===== config.mk =====
export PLATFORM = sky130hd
export DESIGN_NAME = dram_rd_assembler
export DESIGN_NICKNAME = d
export VERILOG_FILES = /design/src/rtl/dram_pack.sv /design/src/rtl/dram_rd_line_fifo.sv /design/src/rtl/dram_rd_assembler.sv
export SDC_FILE = /design/constraint.sdc
export NUM_CORES = 1
export LEC_CHECK = 0
export BUFFER_PORTS_ARGS = -buffer_cell sky130_fd_sc_hd__buf_4
export CAP_MARGIN = 30
export CORE_MARGIN = 1.5
export CORE_UTILIZATION = 60
export CTS_CLUSTER_SIZE = 30
export DETAILED_ROUTE_END_ITERATION = 7
export MAX_ROUTING_LAYER = met4
export PLACE_DENSITY = 0.8
export SLEW_MARGIN = 20
export SYNTH_ARGS = -nofsm -noshare
export SYNTH_HDL_FRONTEND = slang
export SYNTH_SLANG_ARGS = --single-unit

===== constraint.sdc =====
create_clock -name CLK -period 9.15 [get_ports CLK]
set_clock_uncertainty 0.15 [all_clocks]
set_input_delay 0.4575 -clock CLK [delete_from_list [all_inputs] [get_ports CLK]]
set_output_delay 0.4575 -clock CLK [all_outputs]
set_load 0.01 [all_outputs]

===== src/rtl/dram_pack.sv =====
// rtl/dram_pack.sv - shared constants and FSM state type for the DRAM read path
package dram_pack;

   localparam int CONFIGURED_DQ_BITS = 8;

   typedef enum logic [0:0] {
      IDLE    = 1'b0,
      COLLECT = 1'b1
   } rd_asm_state_t;

endpackage


===== src/rtl/dram_rd_line_fifo.sv =====
// rtl/dram_rd_line_fifo.sv - small line FIFO with flush, head presented combinationally
module dram_rd_line_fifo #(
   parameter int WIDTH = 64,
   parameter int DEPTH = 2
) (
   input  logic             CLK,
   input  logic             RST,
   input  logic             flush,
   input  logic             push,
   input  logic [WIDTH-1:0] push_data,
   input  logic             pop,
   output logic [WIDTH-1:0] pop_data,
   output logic             full,
   output logic             empty
);

   localparam int PTR_W = (DEPTH > 1) ? $clog2(DEPTH) : 1;
   localparam logic [PTR_W:0] FULL_CNT = (PTR_W + 1)'(DEPTH);

   logic [WIDTH-1:0] mem [DEPTH];
   logic [PTR_W-1:0] wr_ptr_q;
   logic [PTR_W-1:0] rd_ptr_q;
   logic [PTR_W:0]   count_q;
   logic             do_push;
   logic             do_pop;

   assign full     = (count_q == FULL_CNT);
   assign empty    = (count_q == '0);
   assign do_pop   = pop && !empty;
   // When full, a same-cycle pop frees the head slot, which is the slot being written.
   assign do_push  = push && (!full || do_pop);
   // Empty FIFO shows zero so the line output is clean after reset/flush.
   assign pop_data = empty ? '0 : mem[rd_ptr_q];

   // Pointer and occupancy tracking; flush empties the FIFO ahead of any push/pop.
   always_ff @(posedge CLK or posedge RST) begin
      if (RST) begin
         wr_ptr_q <= '0;
         rd_ptr_q <= '0;
         count_q  <= '0;
      end else if (flush) begin
         wr_ptr_q <= '0;
         rd_ptr_q <= '0;
         count_q  <= '0;
      end else begin
         if (do_push) wr_ptr_q <= wr_ptr_q + 1'b1;
         if (do_pop)  rd_ptr_q <= rd_ptr_q + 1'b1;
         case ({do_push, do_pop})
            2'b10:   count_q <= count_q + 1'b1;
            2'b01:   count_q <= count_q - 1'b1;
            default: count_q <= count_q;
         endcase
      end
   end

   // Line storage; contents need no reset because the output is gated by empty.
   always_ff @(posedge CLK) begin
      if (do_push && !flush) mem[wr_ptr_q] <= push_data;
   end

endmodule


===== src/rtl/dram_rd_assembler.sv =====
// rtl/dram_rd_assembler.sv - assembles captured read beats into burst lines; RDBUF_DBI_EN adds DBI inversion
module dram_rd_assembler
   import dram_pack::*;
#(
   parameter int BURST_LEN  = 8,
   parameter int DQ_W       = CONFIGURED_DQ_BITS,
   parameter int FIFO_DEPTH = 2
) (
   input  logic                      CLK,
   input  logic                      RST,
   input  logic                      clear,
   input  logic                      beat_valid,
   input  logic [DQ_W-1:0]           beat_data,
`ifdef RDBUF_DBI_EN
   input  logic                      beat_dbi_n,
`endif
   output logic                      out_valid,
   output logic [BURST_LEN*DQ_W-1:0] out_data,
   input  logic                      out_ready,
   output logic                      busy,
   output logic                      overflow
);

   localparam int LINE_W = BURST_LEN * DQ_W;
   localparam int IDX_W  = $clog2(BURST_LEN);
   localparam logic [IDX_W-1:0] LAST_IDX = IDX_W'(BURST_LEN - 1);

   rd_asm_state_t     state_q;
   rd_asm_state_t     state_d;
   logic [IDX_W-1:0]  beat_idx_q;
   logic [LINE_W-1:0] line_q;
   logic [LINE_W-1:0] line_d;
   logic [DQ_W-1:0]   beat_word;
   logic              accept;
   logic              last_beat;
   logic              pop;
   logic              fifo_full;
   logic              fifo_empty;
   logic              overflow_q;

`ifdef RDBUF_DBI_EN
   assign beat_word = beat_dbi_n ? beat_data : ~beat_data;
`else
   assign beat_word = beat_data;
`endif

   // clear wins over any beat presented in the same cycle.
   assign accept    = beat_valid && !clear;
   assign last_beat = accept && (beat_idx_q == LAST_IDX);
   assign pop       = out_valid && out_ready;
   assign out_valid = !fifo_empty;
   assign overflow  = overflow_q;

   // Partial line with the current beat merged in; on the last beat this is the pushed line.
   always_comb begin
      line_d = line_q;
      line_d[int'(beat_idx_q) * DQ_W +: DQ_W] = beat_word;
   end

   // Next state and busy: a burst opens on its first beat and closes on its last.
   always_comb begin
      state_d = state_q;
      busy    = (state_q == COLLECT);
      case (state_q)
         IDLE:    if (accept)    state_d = COLLECT;
         COLLECT: if (last_beat) state_d = IDLE;
         default:                state_d = IDLE;
      endcase
      if (clear) state_d = IDLE;
   end

   // FSM state register.
   always_ff @(posedge CLK or posedge RST) begin
      if (RST) state_q <= IDLE;
      else     state_q <= state_d;
   end

   // Beat index, partial line and sticky overflow.
   always_ff @(posedge CLK or posedge RST) begin
      if (RST) begin
         beat_idx_q <= '0;
         line_q     <= '0;
         overflow_q <= 1'b0;
      end else if (clear) begin
         beat_idx_q <= '0;
         line_q     <= '0;
         overflow_q <= 1'b0;
      end else begin
         if (accept) begin
            line_q     <= line_d;
            beat_idx_q <= last_beat ? '0 : beat_idx_q + 1'b1;
         end
         if (last_beat && fifo_full && !pop) overflow_q <= 1'b1;
      end
   end

   dram_rd_line_fifo #(
      .WIDTH (LINE_W),
      .DEPTH (FIFO_DEPTH)
   ) u_line_fifo (
      .CLK       (CLK),
      .RST       (RST),
      .flush     (clear),
      .push      (last_beat),
      .push_data (line_d),
      .pop       (pop),
      .pop_data  (out_data),
      .full      (fifo_full),
      .empty     (fifo_empty)
   );

endmodule


[Word level (Yosys, flattened, before mapping)]
Memory sizes are Yosys's and may differ from the RTL's.
Index checks and enable logic that the tools add are counted.
Cells by class
  eq/ne operators: 4
  shifts and indexed selects: 2
  reductions and logical operators: 19
  muxes and demuxes: 21
  bitwise logic cells: 1
  add/sub/neg operators: 6
Operators by type and width (number)
  $mux 64: 3
  $bwmux 64: 1
  $shift 8x33->64 const A: 1
  $shiftx 8x33->64: 1
  $neg 6->33: 1
  $mux 1: 11
  $mux 3: 3
  $logic_and 1x1->1: 8
  $reduce_bool 2->1: 4
  $eq 2x2->1 const B: 2
  $logic_not 1->1: 4
  $pmux 2 s2: 1
  $add 3x1->3 const B: 1
  $eq 3x3->1 const B: 1
  $reduce_bool 3->1: 1
  $add 1x1->1 const B: 2
  $add 2x1->2 const B: 1
  $eq 2x1->1 const B: 1
  $logic_not 2->1: 1
  $mux 2: 1
  $pmux 1 s2: 1
  $sub 2x1->2 const B: 1
  $logic_or 1x1->1: 1
  $not 1->1: 1
Storage, ports and cells
  input bits: 13
  flip-flop bits (word level): 73
  memories: 1
  word-level logic and storage cells: 61
  bits in writable memories: 128
  output and inout port bits: 67
Memory list
  u_line_fifo.mem: depth 2, width 64, read ports 1, clocked after memory_dff 0, wr ports 1, RTL line dram_rd_line_fifo.sv:20  | logic [WIDTH-1:0] mem [DEPTH];

[Depth between registers and ports, before layout]
Gate-level depths: netlist of run 1.
  word-level depth: 9
  mapped depth: 10
  mapped depth without buffers: 6

[Cells and area by module]
From an unflattened synthesis of run 1, not the netlist that was laid out.
Unflattened totals
  cell total of the unflattened synthesis: 743
  area, all modules: 9499.1 um^2
By module, submodules not included
  dram_rd_line_fifo: instances 1, cells an instance 300, sequential area each 3943.8 um^2, area each 5049.8 um^2
  dram_rd_assembler: instances 1, cells an instance 443, sequential area each 1726.7 um^2, area each 4449.3 um^2

[Worst setup path after synthesis of run 1]
Ideal clock, no wire load.
  path kind: input -> register
  start point: input port clear
  end point: memory u_line_fifo.mem[1][0], enable pin
  buffers on the path: 2
  data required time: 8.334 ns
  data arrival time: 7.548 ns
  slack: 0.786 ns
  library setup time: 0.666 ns
  stages: 3
  path through: clkbuf_1 > clkbuf_1 > nor4b_1
On the way
  word-level cells in the longest chain between the ends: 7
Ends and longest elaborated chain
  start, declared: RTL line dram_rd_assembler.sv:11  | input logic clear,
  $logic_not 1->1 (*): RTL line dram_rd_line_fifo.sv:58, dram_rd_assembler.sv:48
  $logic_and 1x1->1: RTL line dram_rd_assembler.sv:48  | assign accept = beat_valid && !clear;
  $logic_and 1x1->1: RTL line dram_rd_assembler.sv:49  | assign last_beat = accept && (beat_idx_q == LAST_IDX);
  $logic_and 1x1->1: RTL line dram_rd_line_fifo.sv:31  | assign do_push = push && (!full || do_pop);
  $logic_and 1x1->1 (*): RTL line dram_rd_line_fifo.sv:58  | if (do_push && !flush) mem[wr_ptr_q] <= push_data;
  $mux 1 (*): RTL line dram_rd_line_fifo.sv:58
  $mux 1 (implied by the code) (*): RTL line dram_rd_line_fifo.sv:58
  end, declared: RTL line dram_rd_line_fifo.sv:20
Every way passes the cells marked *; elsewhere a longest branch is shown, timed or not.

[Worst setup path in the final report of run 1]
  start point: register beat_idx_q[0]
  end point: memory u_line_fifo.mem[0][2] (data pin)
On the way
  word-level cells in the longest chain between the ends: 3
  elaborated cells between the ends (all ways): 4
  those cells by class: add/sub: 1; shift: 2; mux: 1
Ends and longest elaborated chain
  start, declared: RTL line dram_rd_assembler.sv:30  | logic [IDX_W-1:0] beat_idx_q;
  start signal, assigned: RTL line dram_rd_assembler.sv:91  | beat_idx_q <= last_beat ? '0 : beat_idx_q + 1'b1;
  $neg 6->33 (*): RTL line dram_rd_assembler.sv:57  | line_d[int'(beat_idx_q) * DQ_W +: DQ_W] = beat_word;
  $shiftx 8x33->64 or $shift 8x33->64 (tied branches): RTL line dram_rd_assembler.sv:57
  $bwmux 64 (*): RTL line dram_rd_assembler.sv:57
  via line_d[2]: RTL line dram_rd_assembler.sv:32  | logic [LINE_W-1:0] line_d;
Mark *: on every way through the listed nets, which the timed path passes. The rest lies on a longest branch.

==> results of run 1 <==
stage by stage:
stage / instance area (sq um) / total power, mW
after floorplan: 9510 / 1.06
after global placement: 10300 / 1.07
after detailed placement: 10300 / 1.08
after CTS: 10900 / 1.83
after global routing: 10900 / 1.88
final: 10900 / 1.82
power by group:
group | internal (mW) | switching [mW] | total (mW)
clock | 0.431 | 0.327 | 0.758
combinational | 0.0347 | 0.0627 | 0.0974
sequential | 0.964 | 0.00472 | 0.969
total | 1.43 | 0.394 | 1.82
layout by cell type, fill, tap and decap left out, types with 20 or more instances in the layout:
| cell type | instances |
|---|---|
| buf_4 | 90 |
| clkbuf_16 | 21 |
| dfrtp_1 | 72 |
| edfxtp_1 | 128 |
| inv_1 | 21 |
| mux2_2 | 38 |
| mux2i_1 | 138 |
| nand2b_1 | 67 |
| nor2_1 | 70 |
| o21ai_0 | 20 |
cell usage after synthesis (4+ instances only):
library cell,n
a21oi_1,5
and2_1,15
buf_1,6
buf_2,9
clkbuf_1,30
dfrtp_1,73
edfxtp_1,128
ha_1,7
inv_1,22
mux2_2,38
mux2i_1,138
nand2_1,19
nand2b_1,67
nand3b_1,17
nand4b_1,11
nor2_1,71
nor2b_1,9
nor3b_1,4
o21ai_0,20
o41ai_1,8
or2_2,8
sequential cells by signal, summed over array words and instances (netlist names):
signal / cells
u_line_fifo.mem: 128
line_q: 64
beat_idx_q: 3
u_line_fifo.count_q: 2
busy: 1
overflow: 1
u_line_fifo.rd_ptr_q: 1
u_line_fifo.wr_ptr_q: 1
what timing repair did:
item / in CTS / in global routing
buffers inserted: 0 / 0
endpoints found under the hold margin: 0 / 20
hold buffers: 0 / 1
cells by family (layout without fill, tap and decap cells):
kind of cell / Yosys count / after routing
XOR/XNOR: 1 / 1
multiplexers: 176 / 176
buffers and inverters: 71 / 153
adder cells (fa/ha/maj): 7 / 7
flip-flops: 201 / 201
AO/OA/AOI/OAI: 37 / 37
AND/OR/NAND/NOR: 244 / 244
worst reg2reg max path, cell delays in order, from the launching register on:
cell and delay, ns:
dfrtp_1 0.78, inv_1 0.15, ha_1 0.26, ha_1 0.46, or4b_4 0.69, or3_1 0.57, mux2i_1 0.22
final cells by class:
type / count / area share (%)
well taps: 211 / 2.42
inverters: 22 / 0.755
repair buffers: 94 / 6.75
clock buffers: 29 / 5.17
flip-flops and latches: 201 / 51.9
multi-input cells: 465 / 32.6
clock inverters: 8 / 0.378
metal layers:
metal | vias to the layer above | global-route usage, %
met3 | 31 | 2.95
met5 | - | -
met1 | 2922 | 34.9
met4 | 0 | 7.01
met2 | 171 | 43.3
li1 | 2773 | -
final timing paths:
| kind | startpoint | end | slack [ns] |
|---|---|---|---|
| worst max-delay path | beat_idx_q[0]$_DFFE_PP0P_ | u_line_fifo.mem[0][2]$_DFFE_PP_ | 5.56 |
| worst min-delay path | beat_data[6] | line_q[38]$_DFFE_PP0P_ | 0.14 |
| worst max register to register | beat_idx_q[0]$_DFFE_PP0P_ | u_line_fifo.mem[0][2]$_DFFE_PP_ | 5.56 |
| worst min register to register | busy$_DFF_PP0_ | busy$_DFF_PP0_ | 0.36 |
| max in group asynchronous | RST | line_q[12]$_DFFE_PP0P_ | 7.84 |
| min in group asynchronous | RST | line_q[37]$_DFFE_PP0P_ | 0.42 |
==> reports/results.ini, run 1 <==
[final_layout]
fill_cells = 1096
antenna_cells = 0
drive_gt1_share_pct = 21.7
nets = 825
fin_cells = 1030
multi_input_comb_area_sq_um = 3560
seq_area_sq_um = 5670
final_util_pct = 71.4
synthToLayoutAreaGrowth_pct = 14.9

[job]
maxCapViolCount = 0

[pwr]
ir_drop_uv = 167
power_leakage_nw = 4.45
power_density_nw_per_um2 = 167

[grt]
grt_overflow = 0
grt_pass1_wl_um = 32400
grt_usage_pct = 26.2
grt_max_degree = 116
grt_pass1_vias = 6102
antenna_found_initial = 0

[routing]
wl_met2_um = 10200
vias = 5897
avgViaCountPerCell = 5.73
postRouteAntennaNets = 0
drc = 0
drt_wl_total_um = 20200
wl_per_cell_um = 19.6
initialDrtViolationCount = 365
dr.pass1.iters = 4
top_layer = met4
wl_met1_um = 8640
wl_met3_um = 1070

[logic_synthesis]
netlist_area_sq_um = 9510
synth_xor_xnor_area_share_pct = 0.0921
avgSynthCellArea_sq_um = 12.9
ys_ff_latch = 201
synth_edf_count = 128
synth_top_family_by_area = multiplexers
syn_nets = 757
yosys.area.top_type_share_pct = 40.4
seq_area_frac_synth_pct = 59.6
synth.area.mux_share_pct = 19.0
synth_compound_area_share_pct = 2.47
synth_cell_types = 42
synth_cells = 737
synthSimpleGateAreaFrac_pct = 14.7
yosys.area.top_type = edfxtp_1
async_flop_share_pct = 36.3
synth_top_flop_cell = edfxtp_1
synthAdderAreaFrac_pct = 0.921
synthTopCellsByArea = edfxtp_1, dfrtp_1, mux2i_1
ys_warn_count = 0

[timing]
post-route-period-util_pct = 39.2
max_slew_margin_pct = 38.0
layout_min_cycle_time_ns = 3.59
max_freq_mhz = 279
setup_ws_ns = 5.56
hold_ws_ns = 0.140
maxSlewViolCount = 0
rsz0062_at_grt = no
worst_pin_slew_ns = 0.926
tns_ns = 0
setup_violations = 0
final-hold-violation-count = 0

[min_path]
hp-class = in2reg
holdPathStages = 3

[die]
rows = 45
dieArea_sq_um = 16600
dieHeight_um = 129
chipWidth_um = 129
io_pins = 80
start_util_pct = 62.1
placeableCoreArea_sq_um = 15300

[placed_design]
place_inst = 988
gp_congestion = 0.792
dp_slack_ns = 5.46
io_buffers = 79
place_hpwl_um = 12600

[worst_setup_path]
path_cells = inv_1, ha_1, ha_1, or4b_4, or3_1, mux2i_1
worstSetupStartpointType = register
cp.required_ns = 9.20
worst-path-buf-inv = 1
ff2ff_path_depth = 6
critPathSlowestCell = dfrtp_1
critPathKind = reg2reg
cp_top_family = simple AND/OR/NAND/NOR gates
crit_cells = 6
worstPathArrival_ns = 3.64
crit_top_cell = ha_1
endpoint_kind = register
cp_slowest_stage_delay_ns = 0.78
path_max_fanout = 23

[clock_network]
clockBufferDepth = 3
htree_levels = 1
clock_sinks = 201
cts_tree = done
cts.reportedPaths.clkPinSlew_ns = 0.06
cts_root_buffer = clkbuf_16
cts_made_buffers = 21
clock_latency_ns = 0.49
cts_resized = 0

[outcome]
status = completed

Power figures use the tool's default switching activity.
==> run 2: changes to the inputs <==
==> constraint.sdc (replaced) <==
create_clock -name CLK -period 3.32 [get_ports CLK]
set_clock_uncertainty 0.15 [all_clocks]
set_input_delay 0.166 -clock CLK [delete_from_list [all_inputs] [get_ports CLK]]
set_output_delay 0.166 -clock CLK [all_outputs]
set_load 0.01 [all_outputs]
==> run 2 against run 1 <==
Worst setup slack lost 5.3 ns. Sequential power rose to 2.7 times the previous value. Sequential share of layout area fell by 0.86 points. Register-to-register slack got worse by 5.3 ns. Hold slack better by 0.0033 ns. Combinational power rose to 3.0 times the previous value. Critical endpoint is now u_line_fifo.mem[0][4]$_DFFE_PP_. Largest cell class unchanged.
==> reports/results.ini, run 2 (same netlist as run 1, synthesis figures left out) <==
[worst_setup_path]
worstSetupStartpointType = register
cp.required_ns = 3.38
endpoint_kind = register
worstSetupEndpoint = u_line_fifo.mem[0][4]$_DFFE_PP_
path_cells = inv_1, ha_1, ha_1, or4b_4, or3_1, mux2i_1
crit_top_cell = ha_1
worstPathArrival_ns = 3.16
cp_slowest_stage_delay_ns = 0.63
reg2reg_to = u_line_fifo.mem[0][4]$_DFFE_PP_
path_max_fanout = 17
r2r_start = beat_idx_q[1]$_DFFE_PP0P_
worst-path-buf-inv = 1
cp_top_family = simple AND/OR/NAND/NOR gates
ff2ff_path_depth = 6
cp-startpoint = beat_idx_q[1]$_DFFE_PP0P_
critPathSlowestCell = or4b_4
critPathKind = reg2reg
crit_cells = 6
regToRegSetupSlack_ns = 0.22

[final_layout]
regMostFlops = u_line_fifo.mem
synthToLayoutAreaGrowth_pct = 16.9
largest_reg_flops = 128
fin_cells = 1047
final_cell_mix = mux2i_1, edfxtp_1, buf_4
drive_gt1_share_pct = 22.5
nets = 841
antenna_cells = 0
reg.largest.list = u_line_fifo.mem x128, line_q x64, beat_idx_q x3
layout_commonest_cell = mux2i_1

[placed_design]
place_hpwl_um = 12200
place_inst = 998
gp_congestion = 0.805
io_buffers = 79

[die]
dieHeight_um = 129
rows = 45
start_util_pct = 62.1
chipWidth_um = 129
placeableCoreArea_sq_um = 15300
dieArea_sq_um = 16600
io_pins = 80

[routing]
vias = 5957
postRouteAntennaNets = 0
avgViaCountPerCell = 5.69
initialDrtViolationCount = 381
wl_per_cell_um = 19.1
dr.pass1.iters = 5
drt_wl_total_um = 20000
drc = 0

[clock_network]
clockBufferDepth = 3
cts_resized = 0
clock_latency_ns = 0.50
cts.reportedPaths.clkPinSlew_ns = 0.06
cts_root_buffer = clkbuf_16
clock_sinks = 201
htree_levels = 1
cts_setup_buffers = 0
cts_tree = done
cts_made_buffers = 21

[grt]
grt_max_degree = 116
grt_overflow = 0
antenna_found_initial = 0
grt_pass1_wl_um = 31700
grt_pass1_vias = 6154
grt_usage_pct = 25.6

[timing]
worst_pin_slew_ns = 0.980
final-hold-violation-count = 0
layout_min_cycle_time_ns = 3.10
rsz0062_at_grt = no
max_slew_margin_pct = 34.6
setup_violations = 0
max_freq_mhz = 323
post-route-period-util_pct = 93.2
maxSlewViolCount = 0
tns_ns = 0

[pwr]
ir_drop_uv = 405
power_density_nw_per_um2 = 458
power_leakage_nw = 4.54

[outcome]
status = completed

[min_path]
hp-class = in2reg

[job]
maxCapViolCount = 0

run 2: metrics by stage:
stage	setup WS, ns	util [%]	power, mW	hold slack [ns]	area, sq um
finish	0.225	72.6	5.09	0.144	11100
global route	0.0980	72.6	5.24	0.193	11100
CTS	0.232	72.6	5.12	0.137	11100
detailed placement	0.250	67.8	2.99	0.144	10400
global placement	0.405	67.8	2.98	0.136	10400
floorplan	-0.220	-	2.91	0.166	9570
run 2: metal layers:
metal / vias up / track usage, % / share of wire (%)
met1: 2977 / 33.1 / 43
met2: 150 / 43.3 / 51
met4: 0 / 7.01 / 2.0
li1: 2796 / - / -
met3: 34 / 2.79 / 4.6
met5: - / - / 0
run 2: worst min-delay path by stage:
stage	end	slack (ns)	cells past startpoint	from
floorplan	line_q[32]$_DFFE_PP0P_	0.17	2	beat_data[0]
global placement	line_q[37]$_DFFE_PP0P_	0.14	3	RST
detailed placement	line_q[36]$_DFFE_PP0P_	0.14	3	RST
CTS	beat_idx_q[0]$_DFFE_PP0P_	0.14	2	clear
global route	line_q[37]$_DFFE_PP0P_	0.19	4	RST
finish	beat_idx_q[0]$_DFFE_PP0P_	0.14	2	clear
run 2: repair_timing:
action	in CTS	in global routing
hold buffers	11	0
hold endpoints to repair	140	0
endpoints found under the setup margin	0	0
run 2: layout make-up:
type                    instances  area (sq um)
multi-input cells             465          3610
repair buffers                110           866
clock inverters                 6          32.5
fillers                      1056          4200
well taps                     211           264
inverters                      22          82.6
flip-flops and latches        201          5670
clock buffers                  32           587
run 2: power breakdown:
group / switching (mW) / total (mW) / internal [mW]
combinational: 0.183 / 0.291 / 0.108
clock: 0.911 / 2.13 / 1.22
sequential: 0.00725 / 2.66 / 2.66
total: 1.10 / 5.09 / 3.98
==> run 3: changes to the inputs <==
--- a/config.mk
+++ b/config.mk
@@ -7,7 +7,6 @@
 export LEC_CHECK = 0
 export BUFFER_PORTS_ARGS = -buffer_cell sky130_fd_sc_hd__buf_4
 export CAP_MARGIN = 30
-export CORE_MARGIN = 1.5
 export CORE_UTILIZATION = 60
 export CTS_CLUSTER_SIZE = 30
 export DETAILED_ROUTE_END_ITERATION = 7
==> run 3 against run 2 <==
Via count grew 1.2%. Final cell count is essentially flat. Power grew 2.0%. Hold slack gained 0.036 ns. Largest power group unchanged. Highest routed layer unchanged.
==> reports/results.ini, run 3 (same netlist as run 1, synthesis figures left out) <==
[timing]
post-route-period-util_pct = 92.0
layout_min_cycle_time_ns = 3.06
final-hold-violation-count = 0
rsz0062_at_grt = no
worst_pin_slew_ns = 0.936
max_slew_margin_pct = 37.5
hold_ws_ns = 0.180
setup_violations = 0
max_freq_mhz = 327
setup_ws_ns = 0.265
maxSlewViolCount = 0

[placed_design]
dpl_cell_area_sq_um = 10400
place_inst = 997
dp_slack_ns = 0.306
gp_congestion = 0.806
io_buffers = 79
place_hpwl_um = 12300

[final_layout]
seq_area_sq_um = 5670
final_cell_mix = mux2i_1, edfxtp_1, buf_4
reg.largest.list = u_line_fifo.mem x128, line_q x64, beat_idx_q x3
largest_reg_flops = 128
drive_gt1_share_pct = 22.6
nets = 843
fin_cells = 1048
synthToLayoutAreaGrowth_pct = 17.7
multi_input_comb_area_sq_um = 3610
layout_commonest_cell = mux2i_1
fill_cells = 1036
design_area_sq_um = 11200
regMostFlops = u_line_fifo.mem
antenna_cells = 0

[die]
dieArea_sq_um = 16400
dieHeight_um = 128
chipWidth_um = 128
placeableCoreArea_sq_um = 15300
io_pins = 80
rows = 45
start_util_pct = 62.1

[pwr]
combPwrFrac_pct = 5.7
power_frac_clock_pct = 43.0
power_density_nw_per_um2 = 463
internal_power_mw = 4.10
p_sw_mw = 1.08
p_total_mw = 5.19
seqPwrFrac_pct = 51.4
ir_drop_uv = 418
p_sw_share_pct = 20.9
power_leakage_nw = 4.58

[clock_network]
clockBufferDepth = 3
cts_tree = done
clock_latency_ns = 0.49
cts_resized = 0
cts_made_buffers = 21
cts.reportedPaths.clkPinSlew_ns = 0.06
cts_root_buffer = clkbuf_16
clock_sinks = 201
htree_levels = 1

[grt]
grt_pass1_vias = 6182
grt_pass1_wl_um = 31400
grt_overflow = 0
grt_max_degree = 116
antenna_found_initial = 0
grt_usage_pct = 25.9

[worst_setup_path]
critPathKind = reg2reg
cp-startpoint = beat_idx_q[1]$_DFFE_PP0P_
regToRegSetupSlack_ns = 0.26
cp.required_ns = 3.37
reg2reg_to = u_line_fifo.mem[1][0]$_DFFE_PP_
r2r_start = beat_idx_q[1]$_DFFE_PP0P_
worstPathArrival_ns = 3.11
worstSetupStartpointType = register
ff2ff_path_depth = 6
path_max_fanout = 17
worstSetupEndpoint = u_line_fifo.mem[1][0]$_DFFE_PP_
endpoint_kind = register

[routing]
wl_per_cell_um = 19.2
avgViaCountPerCell = 5.75
initialDrtViolationCount = 418
dr.pass1.iters = 5
vias = 6026
drc = 0
drt_wl_total_um = 20100
postRouteAntennaNets = 0

[min_path]
hp-class = in2async

[outcome]
status = completed

[job]
maxCapViolCount = 0

[run 3: layout make-up]
class | instances | share of cell area [%]
inverter | 22 | 0.737
timing repair buffer | 112 | 8.16
tap | 211 | 2.36
clock buffer | 33 | 5.45
clock inverter | 4 | 0.391
multi-input combinational | 465 | 32.2
sequential | 201 | 50.7
[run 3: through the flow]
| step | util, % | TNS, ns |
|---|---|---|
| floorplan | - | -24.56 |
| global placement | 67.9 | 0 |
| detailed placement | 67.9 | 0 |
| CTS | 72.8 | 0 |
| global route | 73.1 | 0 |
| finish | 73.1 | 0 |
[run 3: how the worst min path moves through the flow]
stage | from | to | slack [ns] | depth (start not counted)
after CTS | clear | beat_idx_q[0]$_DFFE_PP0P_ | 0.16 | 2
after floorplan | beat_data[0] | line_q[32]$_DFFE_PP0P_ | 0.17 | 2
after detailed placement | RST | line_q[34]$_DFFE_PP0P_ | 0.14 | 3
after global routing | RST | line_q[36]$_DFFE_PP0P_ | 0.21 | 4
after global placement | RST | line_q[37]$_DFFE_PP0P_ | 0.14 | 3
final | RST | beat_idx_q[0]$_DFFE_PP0P_ | 0.18 | 4
[run 3: what timing repair did]
item	CTS	global route
hold buffers	11	1
hold endpoints to repair	142	1
setup buffers	0	0
[run 3: routing by layer]
layer / GRT usage, % / routed length, um / vias to the layer above
li1: - / - / 2800
met1: 32.0 / 8380 / 3017
met2: 44.5 / 10300 / 173
met3: 3.05 / 936 / 36
met4: 9.13 / 486 / 0
met5: - / 0 / -
[run 3: critical path, cell delays in order, from the launching register on]
cell     delay [ns]
dfrtp_1        0.56
inv_1          0.11
ha_1           0.22
ha_1           0.30
or4b_4         0.64
or3_1          0.56
mux2i_1        0.21
[run 3: power by group through the flow]
stage	clock, mW	sequential [mW]	combinational (mW)
3_3_place_gp	0	2.71	0.263
3_5_place_dp	0	2.71	0.275
5_1_grt	2.37	2.66	0.315
2_1_floorplan	0	2.71	0.200
4_1_cts	2.27	2.66	0.287
6_report	2.23	2.66	0.294
